## src/rtl/bcd_key_scheduler_if.sv

```systemverilog
// Signal bundle between bcd_key_scheduler, its raw key lines, the shared
// one-hot-to-BCD encoder and the downstream digit consumer.
interface bcd_key_scheduler_if;
    logic [9:0] req;
    logic [9:0] enc_in;
    logic       enc_en;
    logic [3:0] enc_out;
    logic [3:0] digit;
    logic       digit_valid;
    logic       digit_ready;
    logic       busy;
    logic       enc_err;

    modport master (
        input  req,
        input  enc_out,
        input  digit_ready,
        output enc_in,
        output enc_en,
        output digit,
        output digit_valid,
        output busy,
        output enc_err
    );

    modport slave (
        output req,
        output enc_out,
        output digit_ready,
        input  enc_in,
        input  enc_en,
        input  digit,
        input  digit_valid,
        input  busy,
        input  enc_err
    );
endinterface

```

## src/rtl/bcd_key_scheduler.sv

```systemverilog
// Debounced round-robin sequencer for a shared one-hot-to-BCD encoder over 10 key lines.
// Build macro BCD_KEY_SCHED_CHECK_EN adds a sticky encoder self-check on enc_err.
module bcd_key_scheduler #(
    parameter int STABLE_CYC = 3,
    parameter int CNT_W      = 2
) (
    input  logic                clk,
    input  logic                rst_n,
    bcd_key_scheduler_if.master bus
);
    localparam int N = 10;
    localparam logic [CNT_W-1:0] STABLE = CNT_W'(STABLE_CYC);

    typedef enum logic [1:0] {
        IDLE = 2'd0,
        ENC  = 2'd1,
        OUT  = 2'd2
    } state_t;

    state_t           state;
    state_t           state_next;
    logic [CNT_W-1:0] hi_cnt [N];
    logic [CNT_W-1:0] lo_cnt [N];
    logic [N-1:0]     armed;
    logic [N-1:0]     pending;
    logic [3:0]       rr_ptr;
    logic [3:0]       grant_k;
    logic [3:0]       pick_k;
    logic             pick_vld;
    logic             grant_fire;

    function automatic logic [3:0] wrap_idx(input logic [3:0] base, input int off);
        int s;
        s = int'(base) + off;
        if (s >= N) s = s - N;
        return s[3:0];
    endfunction

    // Round-robin pick: first pending line at or after rr_ptr, wrapping 9 -> 0.
    always_comb begin
        pick_vld = 1'b0;
        pick_k   = 4'd0;
        for (int off = 0; off < N; off++) begin
            if (!pick_vld && pending[wrap_idx(rr_ptr, off)]) begin
                pick_vld = 1'b1;
                pick_k   = wrap_idx(rr_ptr, off);
            end
        end
    end

    assign grant_fire = (state == IDLE) && pick_vld;

    // Per-line filter: a press must be stable STABLE_CYC samples to pend, and the
    // line must be released STABLE_CYC samples before it can pend again.
    always_ff @(posedge clk or negedge rst_n) begin
        if (!rst_n) begin
            for (int i = 0; i < N; i++) begin
                hi_cnt[i] <= '0;
                lo_cnt[i] <= '0;
            end
            armed   <= '1;
            pending <= '0;
        end else begin
            for (int i = 0; i < N; i++) begin
                if (bus.req[i]) begin
                    lo_cnt[i] <= '0;
                    if (hi_cnt[i] != STABLE) hi_cnt[i] <= hi_cnt[i] + CNT_W'(1);
                end else begin
                    hi_cnt[i] <= '0;
                    if (lo_cnt[i] != STABLE) lo_cnt[i] <= lo_cnt[i] + CNT_W'(1);
                end
                // A grant of this line overrides any set in the same cycle.
                if (grant_fire && (pick_k == 4'(i))) begin
                    pending[i] <= 1'b0;
                    armed[i]   <= 1'b0;
                end else begin
                    if ((hi_cnt[i] == STABLE) && armed[i]) pending[i] <= 1'b1;
                    if (lo_cnt[i] == STABLE) armed[i] <= 1'b1;
                end
            end
        end
    end

    always_ff @(posedge clk or negedge rst_n) begin
        if (!rst_n) begin
            state <= IDLE;
        end else begin
            state <= state_next;
        end
    end

    always_comb begin
        state_next = state;
        case (state)
            IDLE:    if (pick_vld) state_next = ENC;
            ENC:     state_next = OUT;
            OUT:     if (bus.digit_ready) state_next = IDLE;
            default: state_next = IDLE;
        endcase
    end

    // Encoder drive is decoded from state so an async reset clears it at once.
    always_comb begin
        bus.enc_en = 1'b0;
        bus.enc_in = '0;
        bus.busy   = (state != IDLE);
        if (state == ENC) begin
            bus.enc_en = 1'b1;
            bus.enc_in = N'(1) << grant_k;
        end
    end

    always_ff @(posedge clk or negedge rst_n) begin
        if (!rst_n) begin
            rr_ptr          <= 4'd0;
            grant_k         <= 4'd0;
            bus.digit       <= 4'd0;
            bus.digit_valid <= 1'b0;
        end else begin
            if (grant_fire) begin
                grant_k <= pick_k;
                rr_ptr  <= (pick_k == 4'd9) ? 4'd0 : pick_k + 4'd1;
            end
            if (state == ENC) begin
                bus.digit       <= bus.enc_out;
                bus.digit_valid <= 1'b1;
            end else if ((state == OUT) && bus.digit_ready) begin
                bus.digit_valid <= 1'b0;
            end
        end
    end

`ifdef BCD_KEY_SCHED_CHECK_EN
    logic enc_err_q;

    // For a decimal index the BCD code equals the binary index itself.
    always_ff @(posedge clk or negedge rst_n) begin
        if (!rst_n) begin
            enc_err_q <= 1'b0;
        end else if ((state == ENC) && (bus.enc_out != grant_k)) begin
            enc_err_q <= 1'b1;
        end
    end

    assign bus.enc_err = enc_err_q;
`else
    assign bus.enc_err = 1'b0;
`endif

endmodule
```

## src/flat_wrapper.sv

```systemverilog
// flat-port wrapper written by rule: the top's interface ports become plain ports
module bcd_key_scheduler_flat 
#(
    parameter int STABLE_CYC = 3,
    parameter int CNT_W      = 2
)
  (clk, rst_n, bus_req, bus_enc_out, bus_digit_ready, bus_enc_in, bus_enc_en, bus_digit, bus_digit_valid, bus_busy, bus_enc_err);
  bcd_key_scheduler_if bus_i ();
  input  logic clk;
  input  logic rst_n;
  input wire logic [$bits(bus_i.req)-1:0] bus_req;
  input wire logic [$bits(bus_i.enc_out)-1:0] bus_enc_out;
  input wire logic [$bits(bus_i.digit_ready)-1:0] bus_digit_ready;
  output wire logic [$bits(bus_i.enc_in)-1:0] bus_enc_in;
  output wire logic [$bits(bus_i.enc_en)-1:0] bus_enc_en;
  output wire logic [$bits(bus_i.digit)-1:0] bus_digit;
  output wire logic [$bits(bus_i.digit_valid)-1:0] bus_digit_valid;
  output wire logic [$bits(bus_i.busy)-1:0] bus_busy;
  output wire logic [$bits(bus_i.enc_err)-1:0] bus_enc_err;
  assign bus_i.req = bus_req;
  assign bus_i.enc_out = bus_enc_out;
  assign bus_i.digit_ready = bus_digit_ready;
  assign bus_enc_in = bus_i.enc_in;
  assign bus_enc_en = bus_i.enc_en;
  assign bus_digit = bus_i.digit;
  assign bus_digit_valid = bus_i.digit_valid;
  assign bus_busy = bus_i.busy;
  assign bus_enc_err = bus_i.enc_err;
  bcd_key_scheduler #(.STABLE_CYC(STABLE_CYC), .CNT_W(CNT_W)) u_core (.clk(clk), .rst_n(rst_n), .bus(bus_i));
endmodule
```

## config.mk

```make
export PLATFORM = sky130hd
export DESIGN_NAME = bcd_key_scheduler_flat
export DESIGN_NICKNAME = d
export VERILOG_FILES = /design/src/rtl/bcd_key_scheduler_if.sv /design/src/rtl/bcd_key_scheduler.sv /design/src/flat_wrapper.sv
export SDC_FILE = /design/constraint.sdc
export NUM_CORES = 1
export LEC_CHECK = 0
export ABC_AREA = 1
export CAP_MARGIN = 40
export CORE_MARGIN = 10
export CORE_UTILIZATION = 42
export DETAILED_ROUTE_END_ITERATION = 8
export PLACE_DENSITY = 0.64
export SYNTH_ARGS = -nofsm -noshare
export SYNTH_HDL_FRONTEND = slang
export SYNTH_SLANG_ARGS = --single-unit
```

## constraint.sdc

```tcl
create_clock -name clk -period 8.6 [get_ports clk]
set_input_delay 1.72 -clock clk [delete_from_list [all_inputs] [get_ports clk]]
set_output_delay 1.72 -clock clk [all_outputs]
set_load 0.05 [all_outputs]
```

==> reports/qor.yml, run 1 <==
critical_path:
  critPathMaxStageDelay_ns: 0.68
  cp-startpoint: "u_core.rr_ptr[0]"
  cp.arrival_ns: 4.79
  path_depth: 25
  crit_required_ns: 8.82
  timing_worst_setup_path_type: "flop to flop"
  slowest_stage: "dfrtp_1"
  path_delay_family: "simple AND/OR/NAND/NOR gates"
  path_common_cell: "nand2_1"
  r2r-start: "u_core.rr_ptr[0]"
  cp_max_fo: 14
  worstSetupEndpointType: "flop"
  rrSetupSlack_ns: 4.03
  critical_path.startpoint_type: "flop"
  path_buf_inv: 2
  crit-reg2reg-capture: "u_core.pending[3]"
  worstRegToRegCells: 25
  worstSetupEndpoint: "u_core.pending[3]"
finish:
  drive_gt1_share_pct: 9.73
  n_antenna_cell: 0
  num-fill-cells: 1336
  areaGrowthSynthToFinish_pct: 14.4
  finish.utilization_pct: 48.8
  fin_nets: 878
routing:
  wl_met3_um: 612
  first_iter_violations: 362
  wl_per_cell_um: 13.8
  drt-pass1-iter-count: 5
  antenna_left: 0
  met1_length_um: 6290
  top_layer_used: "met4"
  num_vias: 5095
  totalWireLength_um: 13800
  dr_wl_met2_um: 6360
  drt-vias-per-instance: 5.11
  post-route-drc-count: 0
floorplan:
  initial_core_util_pct: 42.7
  num_rows: 42
  core_area_um2: 13100
  ios: 35
  die_height_um: 136
  dieArea_um2: 18400
  die_w_um: 136
clocking:
  cts_resized: 0
  postCtsSetupRepairBufs: 0
  ctsHoldBuffers: 0
  clock-sinks: 75
  cts_max_level: 3
  clock_latency_ns: 0.33
  cts-root-buf: "clkbuf_16"
  clk_pin_slew_ns: 0.06
  ctsLongestPathBuffers: 2
  cts_tree: "yes"
  numCtsBuffers: 9
global_routing:
  first_global_vias: 4835
  grt_antenna_before_repair: 0
  grt_pass1_wl_um: 22800
  grt_max_degree: 52
  grt_usage_pct: 15.1
  grt.overflow.total: 0
synthesis:
  synth_top_cell_by_area: "dfrtp_1"
  synthFlopType: "dfrtp_1"
  synth_cell_types: 49
  synthArstFlopShare_pct: 100
  synth.avg_cell_area_um2: 7.21
  ys_warn_count: 0
  synth_edf_count: 0
  yosys_register_bits: 75
  synth_top_area_share_pct: 29.0
  syn_area_um2: 5610
  seq_area_frac_synth_pct: 33.7
  syn_inst: 778
  syn-num-nets: 839
  synth_area_leaders: "dfrtp_1, nand2_1, ha_1"
sta:
  max_slew.worst_pin.slew_ns: 0.890
  hold_violations: 0
  finalSetupViolations: 0
  max_freq_ghz: 0.219
  fin_crit_sh_pct: 53.2
  finalMaxSlewViolations: 0
  finClkSkew_ns: 0.00613
  period_needed_ns: 4.57
  rsz0062_at_grt: "false"
  maxSlewHeadroom_pct: 40.0
  setup-tns-final_ns: 0
placed_design:
  hpwl_um: 10700
  place_congestion: 0.908
  port_buffers: 33
flow_run:
  drv_cap: 0
outcome:
  status: "completed"
worst_hold_path:
  hp-class: "flop to flop"
synthesized netlist by cell type (2+ instances only):
library cell and number:
dfstp_2 10, nand4_1 14, nor2_1 108, nand3b_1 3, o21ai_1 9, o21a_1 2
buf_4 6, nor3_2 4, inv_1 101, nor4_1 2, xor2_1 21, xor2_2 2
nor2_4 3, nand3_2 4, o31ai_1 2, nand3_1 71, o22ai_1 2, ha_1 43
dfrtp_1 65, inv_2 7, o21ai_0 62, o21ai_2 2, nand2_2 18, o211ai_1 4
nand2_1 161, a21oi_1 29
cells in the final DEF (no fill, tap or decap), drive strengths merged, types with 3 or more instances in the layout:
cell	instances
ha	43
buf	5
inv	110
dfstp	10
clkinv	5
nand3	75
a21oi	31
nand2	180
o21ai	73
nor3	5
nand4	16
clkbuf	10
dfrtp	65
clkdlybuf4s50	32
xor2	23
o211ai	4
nor2	112
nand3b	3
per-stage QoR:
step / hold WS, ns / worst slack, ns / area (um^2) / cells
floorplan: 0.439 / 3.76 / 5610 / 778
global placement: 0.456 / 3.68 / 6100 / 979
detailed placement: 0.462 / 4.11 / 6150 / 982
CTS: 0.470 / 4.10 / 6420 / 998
global route: 0.488 / 3.57 / 6420 / 998
finish: 0.464 / 4.03 / 6420 / 998
routing by layer:
| layer | track usage (%) | up-vias |
|---|---|---|
| li1 | - | 2599 |
| met1 | 19.1 | 2324 |
| met2 | 24.8 | 137 |
| met3 | 2.45 | 35 |
| met4 | 6.34 | 0 |
| met5 | 0 | - |
worst reg2reg max path, cell delays in order (launching register included):
cell     delay [ns]
dfrtp_1        0.68
inv_1          0.41
ha_1           0.56
inv_1          0.24
ha_1           0.23
nand2_1        0.06
nand2_1        0.11
nand2_2        0.10
nand2_1        0.11
nand3_1        0.09
nand3_1        0.13
nand2_1        0.07
nand2_2        0.10
nand2_1        0.14
nand3_1        0.12
nand2_1        0.06
nor2_1         0.13
nand2_1        0.07
nor2_1         0.16
nand3_1        0.10
nor2_1         0.14
nand3_2        0.12
nor2_1         0.18
nand2_2        0.11
nor2_1         0.18
nor2_1         0.06
final cells by class:
type,count,area (um^2),area share [%]
Clock buffer,10,229,3.57
Clock inverter,6,41.3,0.643
Inverter,109,412,6.41
Multi-Input combinational cell,585,3240,50.5
Sequential cell,75,1890,29.4
Tap cell,176,220,3.43
Timing Repair Buffer,37,383,5.97
cells by family after synthesis:
| kind of cell | count (synthesis) | share of synthesized area [%] |
|---|---|---|
| buf+inv | 118 | 8.50 |
| fa+ha+maj | 44 | 9.95 |
| xor+xnor | 24 | 4.02 |
| other cells | 1 | 0.0669 |
| simple gates | 397 | 32.1 |
| compound gates | 119 | 11.7 |
| flops | 75 | 33.7 |
how the worst min path moves through the flow:
stage                 startpoint                 to  cells after the start
3_5_place_dp    u_core.hi_cnt[4]   u_core.hi_cnt[4]                      1
4_1_cts         u_core.lo_cnt[4]   u_core.lo_cnt[4]                      1
5_1_grt        u_core.hi_cnt[14]  u_core.hi_cnt[14]                      1
2_1_floorplan   u_core.lo_cnt[0]   u_core.lo_cnt[0]                      1
6_report        u_core.lo_cnt[0]   u_core.lo_cnt[0]                      1
3_3_place_gp    u_core.lo_cnt[4]   u_core.lo_cnt[4]                      1
sequential cells by signal, summed over array words and instances, names as in the netlist:
register,cells
u_core.state,2
u_core.grant_k,4
u_core.hi_cnt,20
u_core.bus.digit_valid,1
u_core.bus.digit,4
u_core.lo_cnt,20
u_core.armed,10
u_core.pending,10
u_core.rr_ptr,4
Power of run 1 is left out: the tool's default activity adds up to more than one toggle a clock period on the data nets, which glitch-free logic cannot reach.
==> run 2: changes to the inputs <==
- clock period: 8.6 -> 4.7 ns (I/O delays scaled with it)
==> run 2 against run 1 <==
Via count down 2.2%. Register-to-register slack lost 3.4 ns. Sequential cell count unchanged. Critical path depth down 5. Clock skew is 0.0036 ns higher. First-iteration DRC count fell by 15%. Global-route usage decreased by 0.43 points. Worst setup slack got worse by 3.4 ns. Sequential share of layout area shrank 0.11 points.
==> reports/qor.yml, run 2 (synthesized netlist as in run 1, its figures left out) <==
floorplan:
  initial_core_util_pct: 42.7  # unchanged
  ios: 35  # unchanged
  core_area_um2: 13100  # unchanged
  die_w_um: 136  # unchanged
  dieArea_um2: 18400  # unchanged
  die_height_um: 136  # unchanged
  num_rows: 42  # unchanged
critical_path:
  cp.arrival_ns: 4.25  # was 4.79 ns
  slowest_stage: "dfrtp_1"  # unchanged
  crit_required_ns: 4.92  # was 8.82 ns
  path_buf_inv: 3  # was 2
  path_common_cell: "nor2_1"  # was nand2_1
  timing_worst_setup_path_type: "flop to flop"  # unchanged
  critical_path.startpoint_type: "flop"  # unchanged
  path_cells: "inv_2 > ha_1 > ha_1 > inv_1 > o211ai_1 > nand2_1 > o21ai_1 > nand2_1 > o211ai_1 > nand3_1 > inv_1 > nor2_1 > nand2_2 > nor2_1 > nor2_1 > nand3_2 > nor2_1 > nand2_2 > nor2_1 > nor2_1"
  critPathMaxStageDelay_ns: 0.69  # was 0.68 ns
  path_delay_family: "simple AND/OR/NAND/NOR gates"  # unchanged
  worstSetupEndpointType: "flop"  # unchanged
  cp_max_fo: 14  # unchanged
clocking:
  ctsHoldBuffers: 0  # unchanged
  postCtsSetupRepairBufs: 0  # unchanged
  cts-root-buf: "clkbuf_16"  # unchanged
  cts_resized: 0  # unchanged
  clk_pin_slew_ns: 0.06  # about the same
  ctsLongestPathBuffers: 2  # unchanged
  clock_latency_ns: 0.33  # about the same
  cts_tree: "yes"  # unchanged
  cts_max_level: 3  # unchanged
  clock-sinks: 75  # unchanged
  numCtsBuffers: 9  # unchanged
routing:
  post-route-drc-count: 0  # unchanged
  drt-pass1-iter-count: 5  # unchanged
  first_iter_violations: 308  # was 362
  totalWireLength_um: 13300  # was 13800 um
  wl_per_cell_um: 13.2  # was 13.8 um
  antenna_left: 0  # unchanged
  drt-vias-per-instance: 4.97  # was 5.11
  num_vias: 4982  # was 5095
finish:
  drive_gt1_share_pct: 10.0  # was 9.73%
  stdcell_count: 1002  # was 998
  areaGrowthSynthToFinish_pct: 14.9  # was 14.4%
  top_regs: "u_core.hi_cnt x20, u_core.lo_cnt x20"  # unchanged
  layout_commonest_cell: "nand2_1"  # unchanged
  n_antenna_cell: 0  # unchanged
  final_cell_mix: "nand2_1, nor2_1, inv_1"  # unchanged
  fin_nets: 882  # was 878
placed_design:
  port_buffers: 33  # unchanged
  dp_cells: 986  # was 982
  place_congestion: 0.916  # was 0.908
  hpwl_um: 10500  # was 10700 um
sta:
  max_freq_ghz: 0.248  # was 0.219 GHz
  max_slew.worst_pin.slew_ns: 0.871  # was 0.890 ns
  finalSetupViolations: 0  # unchanged
  period_needed_ns: 4.03  # was 4.57 ns
  finalMaxSlewViolations: 0  # unchanged
  maxSlewHeadroom_pct: 41.3  # was 40.0%
  setup-tns-final_ns: 0  # unchanged
  finClkSkew_ns: 0.00971  # was 0.00613 ns
  fin_crit_sh_pct: 85.8  # was 53.2%
  hold_violations: 0  # unchanged
  rsz0062_at_grt: "false"  # unchanged
global_routing:
  first_global_vias: 4673  # was 4835
  grt_antenna_before_repair: 0  # unchanged
  grt_pass1_wl_um: 22100  # was 22800 um
  grt_max_degree: 55  # was 52
  grt_usage_pct: 14.6  # was 15.1%
  grt.overflow.total: 0  # unchanged
worst_hold_path:
  hp-class: "flop to flop"  # unchanged
flow_run:
  drv_cap: 0  # unchanged
outcome:
  status: "completed"  # unchanged
run 2: worst paths after layout:
path / start / endpoint / slack (ns) / cells past startpoint
min in group asynchronous: rst_n / u_core.lo_cnt[9] / 0.51 / 1
max in group asynchronous: rst_n / u_core.armed[4] / 3.58 / 2
worst min register to register: u_core.hi_cnt[4] / u_core.hi_cnt[4] / 0.47 / 1
worst min-delay path: u_core.hi_cnt[4] / u_core.hi_cnt[4] / 0.47 / 1
worst max register to register: u_core.rr_ptr[2] / u_core.pending[3] / 0.67 / 20
worst max-delay path: u_core.rr_ptr[2] / u_core.pending[3] / 0.67 / 20
run 2: area by class of cell:
type	instances	area [um^2]
inverter	109	412
sequential	75	1890
multi-input combinational	585	3240
tap	176	220
timing repair buffer	41	405
clock buffer	12	246
clock inverter	4	26.3
fill	1313	6700
run 2: worst register-to-register path, delay by kind of cell (launching register included):
kind            cells  cell delay [ns]
fa+ha+maj           2             0.63
simple gates       12             1.43
flops               1             0.69
compound gates      3             0.66
buf+inv             3             0.52
run 2: stage by stage:
stage	hold slack (ns)	utilization [%]	setup slack (ns)	instance area (um^2)
final	0.468	49.0	0.666	6440
after detailed placement	0.462	47.0	0.696	6170
after CTS	0.470	49.0	0.686	6440
after global routing	0.485	49.0	0.341	6440
after global placement	0.458	46.7	0.703	6140
after floorplan	0.439	-	0.636	5610
run 2: metal layers:
layer  track usage, %  part of all wire [%]  vias up
met1             18.9                    46     2279
met5                0                     0        -
met4             5.68                   2.3        0
met2             24.1                    48       83
li1                 -                     -     2601
met3             2.23                   3.6       19
Power of run 2 is left out for the same reason.
